===== src/rtl/irq_ctrl_pkg.sv =====
// Shared register offsets and claim-id definitions for the interrupt aggregation controller.
package irq_ctrl_pkg;

    localparam int ID_W = 5;
    localparam logic [ID_W-1:0] ID_NONE = '0;

    localparam logic [7:0] IRQ_PENDING  = 8'h00;
    localparam logic [7:0] IRQ_ENABLE   = 8'h04;
    localparam logic [7:0] IRQ_EDGE     = 8'h08;
    localparam logic [7:0] IRQ_CLAIM    = 8'h0C;
    localparam logic [7:0] IRQ_INSERV   = 8'h10;
    localparam logic [7:0] IRQ_COMPLETE = 8'h14;

    // Ids are 1-based on the bus; index 0 maps to id 1.
    function automatic logic id_match(input logic [ID_W-1:0] id, input int idx);
        return id == ID_W'(idx + 1);
    endfunction

endpackage


===== src/rtl/irq_sync_edge.sv =====
// Per-source multi-flop synchronizer with a one-cycle history flop for rising-edge detection.
module irq_sync_edge #(
    parameter int SYNC_STAGES = 2
) (
    input  logic clk,
    input  logic rst,
    input  logic d_i,
    output logic s_o,
    output logic rise_o
);

    logic [SYNC_STAGES-1:0] sync_q;
    logic                   s_d_q;

    always_ff @(posedge clk or negedge rst) begin
        if (!rst) begin
            sync_q <= '0;
            s_d_q  <= 1'b0;
        end else begin
            sync_q <= {sync_q[SYNC_STAGES-2:0], d_i};
            s_d_q  <= sync_q[SYNC_STAGES-1];
        end
    end

    assign s_o    = sync_q[SYNC_STAGES-1];
    assign rise_o = s_o & ~s_d_q;

endmodule


===== src/rtl/irq_ctrl.sv =====
// Interrupt aggregation controller: synchronizes raw lines, tracks pending/in-service state,
// masks with ENABLE and raises one registered request; software uses CLAIM/COMPLETE over rib.
module irq_ctrl
    import irq_ctrl_pkg::*;
#(
    parameter int N_SRC       = 8,
    parameter int SYNC_STAGES = 2
) (
    input  logic             clk,
    input  logic             rst,
    input  logic             we_i,
    input  logic [31:0]      addr_i,
    input  logic [31:0]      data_i,
    output logic [31:0]      data_o,
    input  logic [N_SRC-1:0] irq_src_i,
    output logic             irq_o
);

    logic [N_SRC-1:0] s;
    logic [N_SRC-1:0] rise;
    logic [N_SRC-1:0] pending_q, pending_d;
    logic [N_SRC-1:0] enable_q, enable_d;
    logic [N_SRC-1:0] edge_mode_q, edge_mode_d;
    logic [N_SRC-1:0] inserv_q, inserv_d;
    logic [N_SRC-1:0] elig;
    logic [N_SRC-1:0] claim_hit;
    logic [N_SRC-1:0] complete_hit;
    logic             irq_q, irq_d;
    logic [ID_W-1:0]  claim_id;
    logic [ID_W-1:0]  wr_id;
    logic [7:0]       off;
    logic             wr_pending, wr_enable, wr_edge, wr_claim, wr_complete;
    logic             unused_bits;

    assign off         = addr_i[7:0];
    assign wr_id       = data_i[ID_W-1:0];
    assign wr_pending  = we_i && (off == IRQ_PENDING);
    assign wr_enable   = we_i && (off == IRQ_ENABLE);
    assign wr_edge     = we_i && (off == IRQ_EDGE);
    assign wr_claim    = we_i && (off == IRQ_CLAIM);
    assign wr_complete = we_i && (off == IRQ_COMPLETE);
    assign unused_bits = ^{addr_i[31:8], data_i[31:N_SRC]};

    assign elig = pending_q & enable_q & ~inserv_q;

    generate
        for (genvar gi = 0; gi < N_SRC; gi++) begin : g_src
            irq_sync_edge #(
                .SYNC_STAGES(SYNC_STAGES)
            ) u_sync (
                .clk    (clk),
                .rst    (rst),
                .d_i    (irq_src_i[gi]),
                .s_o    (s[gi]),
                .rise_o (rise[gi])
            );

            // Only an eligible source can be claimed; only an in-service one completed.
            assign claim_hit[gi]    = wr_claim & id_match(wr_id, gi) & elig[gi];
            assign complete_hit[gi] = wr_complete & id_match(wr_id, gi) & inserv_q[gi];

            // Edge mode: a fresh edge beats any clear in the same cycle. Level mode tracks the line.
            assign pending_d[gi] = edge_mode_q[gi]
                                 ? (rise[gi] | (pending_q[gi] & ~((wr_pending & data_i[gi]) | claim_hit[gi])))
                                 : s[gi];
            assign inserv_d[gi]  = claim_hit[gi] | (inserv_q[gi] & ~complete_hit[gi]);
        end
    endgenerate

    assign enable_d    = wr_enable ? data_i[N_SRC-1:0] : enable_q;
    assign edge_mode_d = wr_edge   ? data_i[N_SRC-1:0] : edge_mode_q;
    assign irq_d       = |elig;

    always_ff @(posedge clk or negedge rst) begin
        if (!rst) begin
            pending_q   <= '0;
            enable_q    <= '0;
            edge_mode_q <= '0;
            inserv_q    <= '0;
            irq_q       <= 1'b0;
        end else begin
            pending_q   <= pending_d;
            enable_q    <= enable_d;
            edge_mode_q <= edge_mode_d;
            inserv_q    <= inserv_d;
            irq_q       <= irq_d;
        end
    end

    assign irq_o = irq_q;

    // Lowest index wins: scan downward so the last assignment is the smallest eligible index.
    always_comb begin
        claim_id = ID_NONE;
        for (int i = N_SRC - 1; i >= 0; i--) begin
            if (elig[i]) begin
                claim_id = ID_W'(i + 1);
            end
        end
    end

    always_comb begin
        data_o = '0;
        case (off)
            IRQ_PENDING: data_o[N_SRC-1:0] = pending_q;
            IRQ_ENABLE:  data_o[N_SRC-1:0] = enable_q;
            IRQ_EDGE:    data_o[N_SRC-1:0] = edge_mode_q;
            IRQ_CLAIM:   data_o[ID_W-1:0]  = claim_id;
            IRQ_INSERV:  data_o[N_SRC-1:0] = inserv_q;
            default:     data_o = '0;
        endcase
    end

endmodule


===== config.mk =====
export PLATFORM = sky130hd
export DESIGN_NAME = irq_ctrl
export DESIGN_NICKNAME = d
export VERILOG_FILES = /design/src/rtl/irq_ctrl_pkg.sv /design/src/rtl/irq_sync_edge.sv /design/src/rtl/irq_ctrl.sv
export SDC_FILE = /design/constraint.sdc
export NUM_CORES = 1
export LEC_CHECK = 0
export CAP_MARGIN = 5
export CORE_AREA = 8 8 75 110
export DETAILED_ROUTE_END_ITERATION = 10
export DIE_AREA = 0 0 83 118
export PLACE_DENSITY_LB_ADDON = 0.08
export RECOVER_POWER = 100
export SYNTH_ARGS = -nofsm -noshare
export SYNTH_HDL_FRONTEND = slang
export SYNTH_HIERARCHICAL = 1
export SYNTH_SLANG_ARGS = --single-unit

===== constraint.sdc =====
create_clock -name clk -period 2.58 [get_ports clk]
set_clock_uncertainty 0.1 [all_clocks]
set_input_delay 0.516 -clock clk [delete_from_list [all_inputs] [get_ports clk]]
set_output_delay 0.516 -clock clk [all_outputs]
set_load 0.02 [all_outputs]

==> results.txt, run 1 <==
----------------------------------------------------
[Worst setup path]
  CP required ... 1960 ps
  Internal reg-to-reg setup slack ... between 900 and 1000 ps
  CP cell instances ... buf_6 > or4_4 > nor3_2 > nand2_1 > o41ai_2 > buf_4
  Nature of the critical path endpoint ... output port
  CP arrival ... ~1900 ps
  Worst stage delay on the critical path ... around 560 ps
  CP max-delay cell ... or4_4
  Biggest fanout along the worst timing path ... 3
  Crit Path Category ... in -> out
  Destination of the worst register-to-register timing path ... pending_q[3]$_DFF_PN0_
  Element type at the critical path start ... primary input
  Worst reg2reg path startpoint ... inserv_q[3]$_DFF_PN0_
  Launching element of the worst setup path ... addr_i[7]
  R2R depth ... 3
  Cell type group with the largest total delay on the critical path ... simple AND/OR/NAND/NOR gates
  Buf/Inv on CP ... 2

[Placement]
  Number of port buffers ... 35
  Setup slack after placement ... -822 ps
  Placed Cells ... approximately 400
  Placed cell area ... 3570 um^2
  Final weighted congestion of routability-driven global placement ... about 0.91
  HPWL Detailed ... roughly 5600 um

[Synth]
  Count of yosys warnings during synthesis ... 6
  Fraction of synthesis flops using an asynchronous set or reset pin ... 100%
  Proportion of synthesized area in mux cells ... a little under an eighth
  Post-synthesis xor/xnor area fraction ... 0%
  Part of the Yosys area used for sequential elements ... between 40% and 50%
  Netlist Area Pre-Place ... between 2000 and 3000 um^2
  Top flip-flop cell by instance count after synthesis ... dfrtp_1
  Area share of and/or/nand/nor cells after synthesis ... 20.8%
  Compound-Gate Fraction of Synth Area ... about 11%
  Synth Area in Adders ... 0%
  Largest family of logic cells by synthesized area ... simple AND/OR/NAND/NOR gates
  Post-synthesis cell type count ... 49
  Gate count of the mapped netlist ... around 260
  Syn_area_per_cell ... approximately 11 um^2
  Count of flip-flops with a built-in enable after synthesis ... 0
  Register bit total from synthesis ... 57

[Floorplan]
  I/O pin count ... 108
  CORE AREA ... approximately 6700 um^2
  Placement row count ... 37
  Y dimension of the die ... ~120 um
  Full die area ... about 9800 um^2
  Die outline width ... slightly above 80 um
  Initial Util ... a little over two fifths

[Final layout]
  Most common library cell in the layout ignoring fill and taps ... dfrtp_1
  Antenna Diode Count ... 0
  Synthesis-to-layout area growth ... 27.9%
  Filler Cell Count ... between 600 and 700
  Fraction of final layout cells sized beyond drive strength 1 ... between 20% and 30%
  Net count reported at finish ... ~410
  Utilization after layout ... a little under three fifths
  Most frequent cells in the layout ... dfrtp_1 (57), buf_4 (35), nand2_1 (28)
  Design area ... about 3700 um^2
  Count of non-filler cells in the finished layout ... 420

[Detailed routing]
  Post-Route WL ... approximately 7600 um
  Number of violations reported at the end of detailed-routing iteration 0 ... about 180
  Routed wire length per instance ... 18.0 um
  Total number of vias ... 2299
  Pre-antenna DRT Iters ... 7
  Remaining routing DRC violations ... 0
  Post-DRT Antenna Nets ... 0
  Post-DR vias/cell ... approximately 5.5

[Clocking]
  Clock tree root driver cell ... clkbuf_8
  Clock-pin transition on the worst setup and hold timing paths ... about 60 ps
  Worst-case clock buffer depth ... 2
  Maximum level of the CTS H-tree ... 3
  TritonCTS clock tree ... built
  Sink count of the clock tree ... 57
  Clock latency on the worst-skew pair ... 340 ps
  Total CTS buffers ... 9
  Hold-fix buffers at CTS ... 0

[Timing]
  RSZ-0062 raised after global routing ... true
  Fin crit period ... about 2500 ps
  Hold Worst Slack ... 248 ps
  Highest achievable clock rate ... ~400 MHz
  Worst setup margin ... a little over 50 ps
  Aggregate negative setup slack ... 0 ps
  Crit share post-route ... a little over nine tenths
  Final count of hold timing violations ... 0
  Setup Viol. Count Final ... 0
  Worst-case headroom to the max-slew limit ... roughly 7.5%
  Max-slew violation count ... 0
  Tightest Pin Transition ... around 1400 ps

[Power]
  Reported leakage power ... 1.77 nW
  Total design power ... between 2 and 2.5 mW
  Total power divided by cell area ... between 500 and 600 nW/um^2
  Maximum resistive drop on vdd ... around 400 uV

[Global route]
  Via count of the first global-routing pass ... ~2500
  All-Layer GR Usage ... between 10% and 20%
  Largest net degree at the start of global routing ... 58
  Wire length of the first global-routing pass ... ~13000 um
  Initial antenna violation count ... 0
  Leftover overflow at the end of global routing ... 0

[Hold path]
  Worst Min Path Start ... g_src[2].u_sync/sync_q[0]$_DFF_PN0_
  Hold Crit Depth ... 0
  Min-Delay Path Class ... reg -> reg
  Endpoint of the worst hold path ... g_src[2].u_sync/sync_q[1]$_DFF_PN0_

[Flow run]
  Maximum Capacitance Violations ... 0

[Outcome]
  Result of the run ... complete, no violations

----------------------------------------------------
-- synth_stat cells, types with 2 or more instances --
library cell	instances	area, um^2
nand3_1	2	10.0
mux2i_1	7	70.1
or3_1	4	25.0
dfrtp_1	57	1430
o41ai_1	2	17.5
buf_4	25	188
o2bb2ai_1	2	17.5
nand4_1	5	31.3
nand3b_1	5	37.5
mux2_1	8	90.1
nand2b_1	3	18.8
nor3b_1	2	15.0
a41o_1	7	70.1
a32oi_1	4	35.0
a22oi_1	4	30.0
and3_1	2	12.5
and3b_1	4	35.0
and2_1	2	12.5
buf_2	2	10.0
nand4b_1	2	17.5
nor4_2	2	25.0
nor3_1	4	20.0
o22ai_1	4	25.0
nor2b_1	4	25.0
o21ai_0	8	40.0
nor2_1	8	30.0
clkbuf_1	5	18.8
o31ai_1	2	15.0
mux2_2	16	180
nand2_1	28	105
nor2b_4	8	110
o32a_1	2	20.0
-- cells by family after synthesis --
kind of cell	after synthesis
AO/OA/AOI/OAI	42
buffers and inverters	33
flip-flops	57
multiplexers	31
other	1
AND/OR/NAND/NOR	93
-- registers in the layout (all words and copies together), names as in the netlist --
signal,cells
edge_mode_q,8
enable_q,8
g_src.u_sync/s_d_q,8
g_src.u_sync/sync_q,16
inserv_q,8
irq_o,1
pending_q,8
-- worst max path at each step --
stage,end,slack (ps),cells after the start
after floorplan,data_o[3],80,4
after global placement,data_o[3],-810,6
after detailed placement,data_o[3],-820,6
after CTS,data_o[3],-10,6
after global routing,data_o[3],-30,6
final,data_o[3],50,6
-- metal layers --
layer / routed length (um) / global-route usage [%] / part of all wire (%)
met1: 3160 / 18.5 / 42
met3: 400 / 5.33 / 5.3
met2: 3790 / 26.5 / 50
met5: 0 / 0 / 0
met4: 218 / 9.38 / 2.9
-- where the power goes --
group	switching [mW]	internal [mW]
Clock	0.336	0.490
Combinational	0.138	0.113
Sequential	0.0286	0.935
Total	0.503	1.54
-- area by class of cell --
| type | instances | area, um^2 | area share [%] |
|---|---|---|---|
| Multi-Input combinational cell | 190 | 1400 | 37.5 |
| Sequential cell | 57 | 1430 | 38.2 |
| Clock inverter | 3 | 40.0 | 1.07 |
| Inverter | 1 | 3.75 | 0.100 |
| Clock buffer | 12 | 155 | 4.15 |
| Timing Repair Buffer | 79 | 613 | 16.4 |
| Tap cell | 78 | 97.6 | 2.61 |
-- timing repair --
item,in CTS,in global routing
setup endpoints to repair,8,4
cloned,0,0
buffers inserted,1,0
pin swaps,6,3
gates resized for setup,65,1
Note: power is estimated with default switching activity, not from simulation.
==> run 2, diff against run 1 <==
- HOLD_SLACK_MARGIN: not set -> 0.05
==> results of run 2 <==
Final layout, timing and power as in run 1 (identical DEF).
